===== config.mk =====
export PLATFORM = sky130hd
export DESIGN_NAME = bsg_mem_one_hot_merge_ctrl
export DESIGN_NICKNAME = d
export VERILOG_FILES = /design/src/rtl/bsg_mem_one_hot_merge_ctrl.sv
export SDC_FILE = /design/constraint.sdc
export NUM_CORES = 1
export LEC_CHECK = 0
export ABC_AREA = 1
export CORE_AREA = 4 4 41 43
export DETAILED_ROUTE_END_ITERATION = 6
export DIE_AREA = 0 0 45 47
export SETUP_SLACK_MARGIN = 0.15
export SYNTH_ARGS = -nofsm -noshare
export SYNTH_HDL_FRONTEND = slang
export SYNTH_SLANG_ARGS = --single-unit

===== constraint.sdc =====
create_clock -name clk_i -period 2.3 [get_ports clk_i]
set_clock_uncertainty 0.1 [all_clocks]
set_input_delay 0.23 -clock clk_i [delete_from_list [all_inputs] [get_ports clk_i]]
set_output_delay 0.23 -clock clk_i [all_outputs]
set_load 0.05 [all_outputs]

===== src/rtl/bsg_mem_one_hot_merge_ctrl.sv =====
// bsg_mem_one_hot_merge_ctrl
//
// Write-combining controller for a one-hot addressed, bit-masked register
// file. Producers allocate an entry, fill it with masked fragments in any
// order, and the entry drains once every bit has been written. Entries
// drain strictly in allocation order.
//
// State table (no FSM; per-entry state is the pair alloc_r/filled_r):
//   alloc=0              | free
//   alloc=1, filled!=1s  | allocated, collecting fragments
//   alloc=1, filled==1s  | complete, waits to become head, then drains
//
// Ports:
//   clk_i, reset_i             clock, synchronous active-high reset
//   alloc_v_i / alloc_ready_o  allocation handshake, alloc_id_o = one-hot id
//   frag_v_i, frag_id_i,       masked fragment write to an allocated entry
//   frag_mask_i, frag_data_i
//   mem_w_v_o/_mask_o/_data_o  write port to the memory
//   mem_r_v_o, mem_r_data_i    asynchronous read of the head entry
//   deq_v_o, deq_data_o,       head entry complete / consumer takes it
//   deq_yumi_i
//   err_o                      sticky illegal-fragment flag
module bsg_mem_one_hot_merge_ctrl #(
  parameter int width_p = 1,
  parameter int els_p   = 1
) (
  input  logic               clk_i,
  input  logic               reset_i,

  input  logic               alloc_v_i,
  output logic               alloc_ready_o,
  output logic [els_p-1:0]   alloc_id_o,

  input  logic               frag_v_i,
  input  logic [els_p-1:0]   frag_id_i,
  input  logic [width_p-1:0] frag_mask_i,
  input  logic [width_p-1:0] frag_data_i,

  output logic [els_p-1:0]   mem_w_v_o,
  output logic [width_p-1:0] mem_w_mask_o,
  output logic [width_p-1:0] mem_w_data_o,
  output logic [els_p-1:0]   mem_r_v_o,
  input  logic [width_p-1:0] mem_r_data_i,

  output logic               deq_v_o,
  output logic [width_p-1:0] deq_data_o,
  input  logic               deq_yumi_i,

  output logic               err_o
);

  // A one-entry controller still carries a 1-bit pointer that never moves.
  localparam int ptr_w_lp = (els_p > 1) ? $clog2(els_p) : 1;
  localparam int cnt_w_lp = $clog2(els_p + 1);
  localparam logic [ptr_w_lp-1:0] last_ptr_lp = ptr_w_lp'(els_p - 1);
  localparam logic [cnt_w_lp-1:0] els_cnt_lp  = cnt_w_lp'(els_p);
  localparam logic [els_p-1:0]    one_lp      = els_p'(1);

  logic [ptr_w_lp-1:0] wr_ptr_r, rd_ptr_r;
  logic [cnt_w_lp-1:0] count_r;
  logic [els_p-1:0]    alloc_r;
  logic [width_p-1:0]  filled_r [els_p];
  logic                err_r;

  logic               alloc_fire, deq_fire, frag_legal;
  logic [width_p-1:0] sel_filled;

  function automatic logic [ptr_w_lp-1:0] ptr_inc(input logic [ptr_w_lp-1:0] p);
    return (p == last_ptr_lp) ? '0 : p + 1'b1;
  endfunction

  assign alloc_ready_o = (count_r < els_cnt_lp);
  assign alloc_id_o    = one_lp << wr_ptr_r;
  assign alloc_fire    = alloc_v_i & alloc_ready_o;

  // Fill state of the fragment's target; only meaningful when frag_id_i is
  // one-hot, which frag_legal also requires.
  always_comb begin
    sel_filled = '0;
    for (int i = 0; i < els_p; i++)
      if (frag_id_i[i]) sel_filled = sel_filled | filled_r[i];
  end

  assign frag_legal = frag_v_i & $onehot(frag_id_i)
                    & (|(frag_id_i & alloc_r)) & ~(&sel_filled);

  assign mem_w_v_o    = (frag_legal & ~reset_i) ? frag_id_i : '0;
  assign mem_w_mask_o = frag_mask_i;
  assign mem_w_data_o = frag_data_i;

  assign mem_r_v_o  = one_lp << rd_ptr_r;
  assign deq_v_o    = alloc_r[rd_ptr_r] & (&filled_r[rd_ptr_r]);
  assign deq_data_o = mem_r_data_i;
  // A yumi without a valid head is ignored.
  assign deq_fire   = deq_yumi_i & deq_v_o;

  assign err_o = err_r;

  always_ff @(posedge clk_i) begin
    if (reset_i) begin
      wr_ptr_r <= '0;
      rd_ptr_r <= '0;
      count_r  <= '0;
      alloc_r  <= '0;
      err_r    <= 1'b0;
      for (int i = 0; i < els_p; i++) filled_r[i] <= '0;
    end else begin
      if (alloc_fire) wr_ptr_r <= ptr_inc(wr_ptr_r);
      if (deq_fire)   rd_ptr_r <= ptr_inc(rd_ptr_r);

      case ({alloc_fire, deq_fire})
        2'b10:   count_r <= count_r + 1'b1;
        2'b01:   count_r <= count_r - 1'b1;
        default: count_r <= count_r;
      endcase

      if (frag_v_i & ~frag_legal) err_r <= 1'b1;

      // Allocation, dequeue and a legal fragment never target the same
      // entry in one cycle: a free entry cannot be the valid head, and a
      // legal fragment needs an allocated, incomplete entry.
      for (int i = 0; i < els_p; i++) begin
        if (alloc_fire && (wr_ptr_r == ptr_w_lp'(i))) begin
          alloc_r[i]  <= 1'b1;
          filled_r[i] <= '0;
        end else if (deq_fire && (rd_ptr_r == ptr_w_lp'(i))) begin
          alloc_r[i]  <= 1'b0;
          filled_r[i] <= '0;
        end else if (frag_legal && frag_id_i[i]) begin
          filled_r[i] <= filled_r[i] | frag_mask_i;
        end
      end
    end
  end

`ifndef SYNTHESIS
  always_ff @(posedge clk_i) begin
    if (!reset_i) begin
      assert (!(deq_yumi_i && !deq_v_o))
        else $error("deq_yumi_i asserted while deq_v_o is 0");
      // Multi-hot ids are a producer bug but are handled (flagged in err_o),
      // so this reports without stopping the run.
      assert (!frag_v_i || $onehot0(frag_id_i))
        else $warning("frag_id_i is not one-hot or zero");
    end
  end
`endif

endmodule


==> impl_metrics.json, run 1 <==
{
  "placementRows": 13,
  "ff2ff_setup_slack_ns": 0.89,
  "start_kind": "flop",
  "cp.depth": 3,
  "cp_top_family": "buffers and inverters",
  "viasPerCell": 3.73,
  "cts.sink_count": 4,
  "min_path_type": "flop to flop",
  "die_w_um": 45,
  "antenna_found_initial": 0,
  "grt-ovfl-total": 0,
  "maxCapViolations": 0,
  "core_sq_um": 1300,
  "n_antenna_cell": 0,
  "start_util_pct": 22.6,
  "yosysMostFrequentCell": "inv_1",
  "ys_ff_latch": 4,
  "post_cts_buffers": 0,
  "cts_max_path_buffers": 2,
  "setup_viol": 0,
  "yosysSeqAreaShare_pct": 30.6,
  "tritoncts": "done",
  "clock.fmax_mhz": 514,
  "post-dp-hpwl_um": 411,
  "endpoint_kind": "output port",
  "ctsHoldBuffers": 0,
  "status": "finished clean",
  "yosysUniqueCellTypes": 19,
  "hold_ws_ns": 0.351,
  "io_buffers": 11,
  "r2r-start": "filled_r[0]",
  "synth_edf_count": 1,
  "reg2reg_depth": 7,
  "slowest_delay_ns": 0.79,
  "cp_max_fo": 4,
  "path_clk_slew_ns": 0.04,
  "synth.top_cell.area_share_pct": 20.4,
  "grt_max_degree": 6,
  "via_count": 239,
  "timing.rr.end": "filled_r[0]",
  "tightestPinTransition_ns": 0.499,
  "yosys_warnings": 0,
  "fp.dieH_um": 47,
  "grt_pass1_vias": 238,
  "async_flop_share_pct": 0,
  "die_area_sq_um": 2120,
  "hold_path_end": "err_o",
  "worstPathArrival_ns": 1.62,
  "rsz0062_at_grt": "false",
  "area_delta_synth_final_pct": 40.4,
  "drt_wl_total_um": 539,
  "tns_ns": 0,
  "yosys-top-cells-area": "dfxtp_1, buf_4, edfxtp_1, inv_1, ha_1",
  "path_class": "flop to output port",
  "routedWlPerCell_um": 8.42,
  "worst_path_max_delay_cell": "clkdlybuf4s50_1",
  "power_density_nw_per_um2": 699,
  "htreeDepth": 1,
  "clock_latency_ns": 0.24,
  "root_buffer": "clkbuf_4",
  "route.detailed.drc": 0,
  "gp_congestion": 0.735,
  "yosysTopAreaCell": "dfxtp_1",
  "track_usage_pct": 6.01,
  "slew_viol_final": 0,
  "period_needed_ns": 1.95,
  "post-route-period-util_pct": 84.6,
  "drt_first_pass_iters": 2,
  "worst-path-buf-inv": 2,
  "cts_resized": 0,
  "mappedNetlistArea_sq_um": 294,
  "slew_headroom_pct": 66.6,
  "hold_viol_final": 0,
  "worstHoldStart": "err_o",
  "syn-mean-instance-area_sq_um": 7.74,
  "path_cells": "nand2_1 -> inv_2 -> clkdlybuf4s50_1",
  "critical_path_required_ns": 1.97,
  "drt_iter0_markers": 2,
  "syn_inst": 38,
  "whs_path_depth": 2,
  "ios": 18,
  "drive_above_1_share_pct": 22.4,
  "final_nets": 61,
  "peakVddDrop_uv": 167,
  "grt_pass1_wl_um": 855,
  "numCtsBuffers": 3,
  "ant_nets": 0,
  "power.leakage_uw": 0.000209,
  "synthFlopType": "dfxtp_1",
  "netlist_top_cells_count": "inv_1, buf_4, dfxtp_1, nand2_1"
}
[worst max-delay path by stage]
stage,slack [ns],to,start
floorplan,0.87,filled_r[0],filled_r[0]
global placement,0.44,mem_w_mask_o,frag_mask_i
detailed placement,0.43,mem_w_mask_o,frag_mask_i
CTS,0.35,deq_v_o,filled_r[0]
global route,0.29,deq_v_o,filled_r[0]
finish,0.35,deq_v_o,filled_r[0]
[where the power goes]
group	switching, uW	internal, uW
clock	32.1	65.3
combinational	61.4	37.6
sequential	9.47	82.7
[layer usage]
layer	track usage (%)	up-vias	wire [um]
li1	-	128	-
met1	5.48	102	216
met2	9.04	9	268
met3	3.07	0	54
met4	7.02	0	0
met5	0	-	0
[cells by family after synthesis]
| group | share of synthesized area, % |
|---|---|
| adder cells (fa/ha/maj) | 8.51 |
| buffers and inverters | 25.5 |
| flip-flops | 30.6 |
| AO/OA/AOI/OAI | 10.6 |
| XOR/XNOR | 2.98 |
| other | 1.28 |
| AND/OR/NAND/NOR | 20.4 |
[registers in the layout, indices dropped and copies added (netlist names)]
signal    cells
alloc_r       1
count_r       1
err_o         1
filled_r      1
[metrics by stage]
step | instance area, sq um | worst slack (ns) | cells | total power (uW) | utilization (%)
2_1_floorplan | 298 | 0.869 | 39 | 173 | -
3_3_place_gp | 387 | 0.441 | 60 | 191 | 29.7
3_5_place_dp | 387 | 0.428 | 60 | 192 | 29.7
4_1_cts | 413 | 0.348 | 64 | 295 | 31.7
5_1_grt | 413 | 0.291 | 64 | 308 | 31.7
6_report | 413 | 0.354 | 64 | 289 | 31.7
[worst min-delay path: cells and delay by family (launching register included)]
kind | cells | cell delay [ns]
buffers and inverters | 1 | 0.05
AOI/OAI and AO/OA | 1 | 0.05
DFF | 1 | 0.30
[layout make-up]
cell class                 instances  area (sq um)
sequential                         4          90.1
fill                             150           888
multi-input combinational         20           133
clock buffer                       4          26.3
inverter                          10          37.5
timing repair buffer              11           108
tap                               15          18.8
[layout by cell type, fill, tap and decap left out, types with 2 or more instances in the layout]
cell type / instances
inv_1: 8
dfxtp_1: 3
conb_1: 2
nor2_1: 2
a21oi_1: 2
ha_1: 2
inv_2: 2
clkdlybuf4s50_1: 10
nand2_1: 3
clkbuf_4: 3
Power figures use the tool's default switching activity.
==> run 2, diff against run 1 <==
clock period = 1.85 ns   (was 2.3 ns; I/O delays follow)
==> impl_metrics.json, run 2 (synthesis results as in run 1) <==
{
  "clock_latency_ns": 0.24,
  "final_nets": 61,
  "pwr-share-clk_pct": 34.0,
  "via_count": 233,
  "grt_pass1_vias": 186,
  "io_buffers": 11,
  "ctsHoldBuffers": 0,
  "pwr-share-seq_pct": 31.9,
  "tns_ns": 0,
  "clock.fmax_mhz": 609,
  "switching_power_uw": 129,
  "start_util_pct": 22.6,
  "worst_path_max_delay_cell": "clkdlybuf4s50_1",
  "p_int_uw": 230,
  "post_cts_buffers": 0,
  "worst-path-buf-inv": 1,
  "cp_top_family": "buffers and inverters",
  "root_buffer": "clkbuf_4",
  "drive_above_1_share_pct": 26.5,
  "drt_first_pass_iters": 2,
  "worstPathArrival_ns": 1.36,
  "grt-ovfl-total": 0,
  "route.detailed.drc": 0,
  "min_path_type": "primary input to output port",
  "track_usage_pct": 4.91,
  "viasPerCell": 3.64,
  "cts_resized": 1,
  "path_clk_slew_ns": 0.04,
  "rsz0062_at_grt": "false",
  "power_density_nw_per_um2": 832,
  "slowest_delay_ns": 0.80,
  "path_cells": "clkdlybuf4s50_1",
  "hold_ws_ns": 0.270,
  "power.leakage_uw": 0.000219,
  "endpoint_kind": "output port",
  "tritoncts": "done",
  "layout_common_cells": "inv_1, clkdlybuf4s50_1, nand2_1, dfxtp_1, clkbuf_4",
  "numCtsBuffers": 3,
  "netSwitchingFraction_pct": 35.8,
  "cts.sink_count": 4,
  "pwr-share-comb_pct": 34.1,
  "path_class": "flop to output port",
  "fp.dieH_um": 47,
  "grt_max_degree": 6,
  "core_sq_um": 1300,
  "post-dp-hpwl_um": 414,
  "maxCapViolations": 0,
  "drt_iter0_markers": 4,
  "setup_viol": 0,
  "slew_viol_final": 0,
  "area_delta_synth_final_pct": 46.8,
  "period_needed_ns": 1.64,
  "cp_max_fo": 2,
  "ant_nets": 0,
  "cts_max_path_buffers": 2,
  "die_w_um": 45,
  "gp_congestion": 0.662,
  "grt_pass1_wl_um": 731,
  "routedWlPerCell_um": 8.05,
  "final_util_pct": 33.2,
  "peakVddDrop_uv": 246,
  "antenna_found_initial": 0,
  "drt_wl_total_um": 515,
  "htreeDepth": 1,
  "placementRows": 13,
  "start_kind": "flop",
  "final_common_cell": "inv_1",
  "hold_viol_final": 0,
  "die_area_sq_um": 2120,
  "critical_path_required_ns": 1.56,
  "post-route-period-util_pct": 88.7,
  "n_antenna_cell": 0,
  "status": "finished clean",
  "ios": 18
}
## run 2: final timing paths
path	start	endpoint	slack, ns	depth (start not counted)
setup / recovery	err_o	err_o	0.21	1
hold / removal	mem_r_data_i	deq_data_o	0.27	0
setup reg to reg	filled_r[0]	filled_r[0]	0.46	7
hold reg to reg	err_o	err_o	0.35	2
## run 2: stage by stage
step	power [uW]	cell area, sq um	worst slack, ns	cells
floorplan	215	298	0.419	39
finish	359	432	0.208	64
detailed placement	243	407	0.345	60
CTS	366	432	0.191	64
global placement	242	407	0.365	60
global route	378	432	0.183	64
## run 2: cell type report
| cell class | count | area, sq um |
|---|---|---|
| Fill cell | 148 | 870 |
| Multi-Input combinational cell | 20 | 133 |
| Timing Repair Buffer | 11 | 126 |
| Sequential cell | 4 | 90.1 |
| Inverter | 10 | 37.5 |
| Clock buffer | 4 | 26.3 |
| Tap cell | 15 | 18.8 |
## run 2: worst register-to-register path: cells and delay by family (launching register included)
kind | cells | cell delay (ns)
AND/OR/NAND/NOR | 4 | 0.35
adder cells (fa/ha/maj) | 1 | 0.17
flip-flops | 1 | 0.45
buffers and inverters | 2 | 0.08
## run 2: power by group through the flow
stage          Clock, uW  Sequential [uW]  Combinational [uW]
2_1_floorplan          0              119                95.5
3_3_place_gp           0              115                 126
3_5_place_dp           0              115                 128
4_1_cts              128              114                 124
5_1_grt              130              115                 132
6_report             122              114                 122
## run 2: metal layers
metal	global-route usage, %	wire, um
met5	0	0
met4	5.26	16
met3	0.383	42
met2	6.78	247
met1	6.41	208
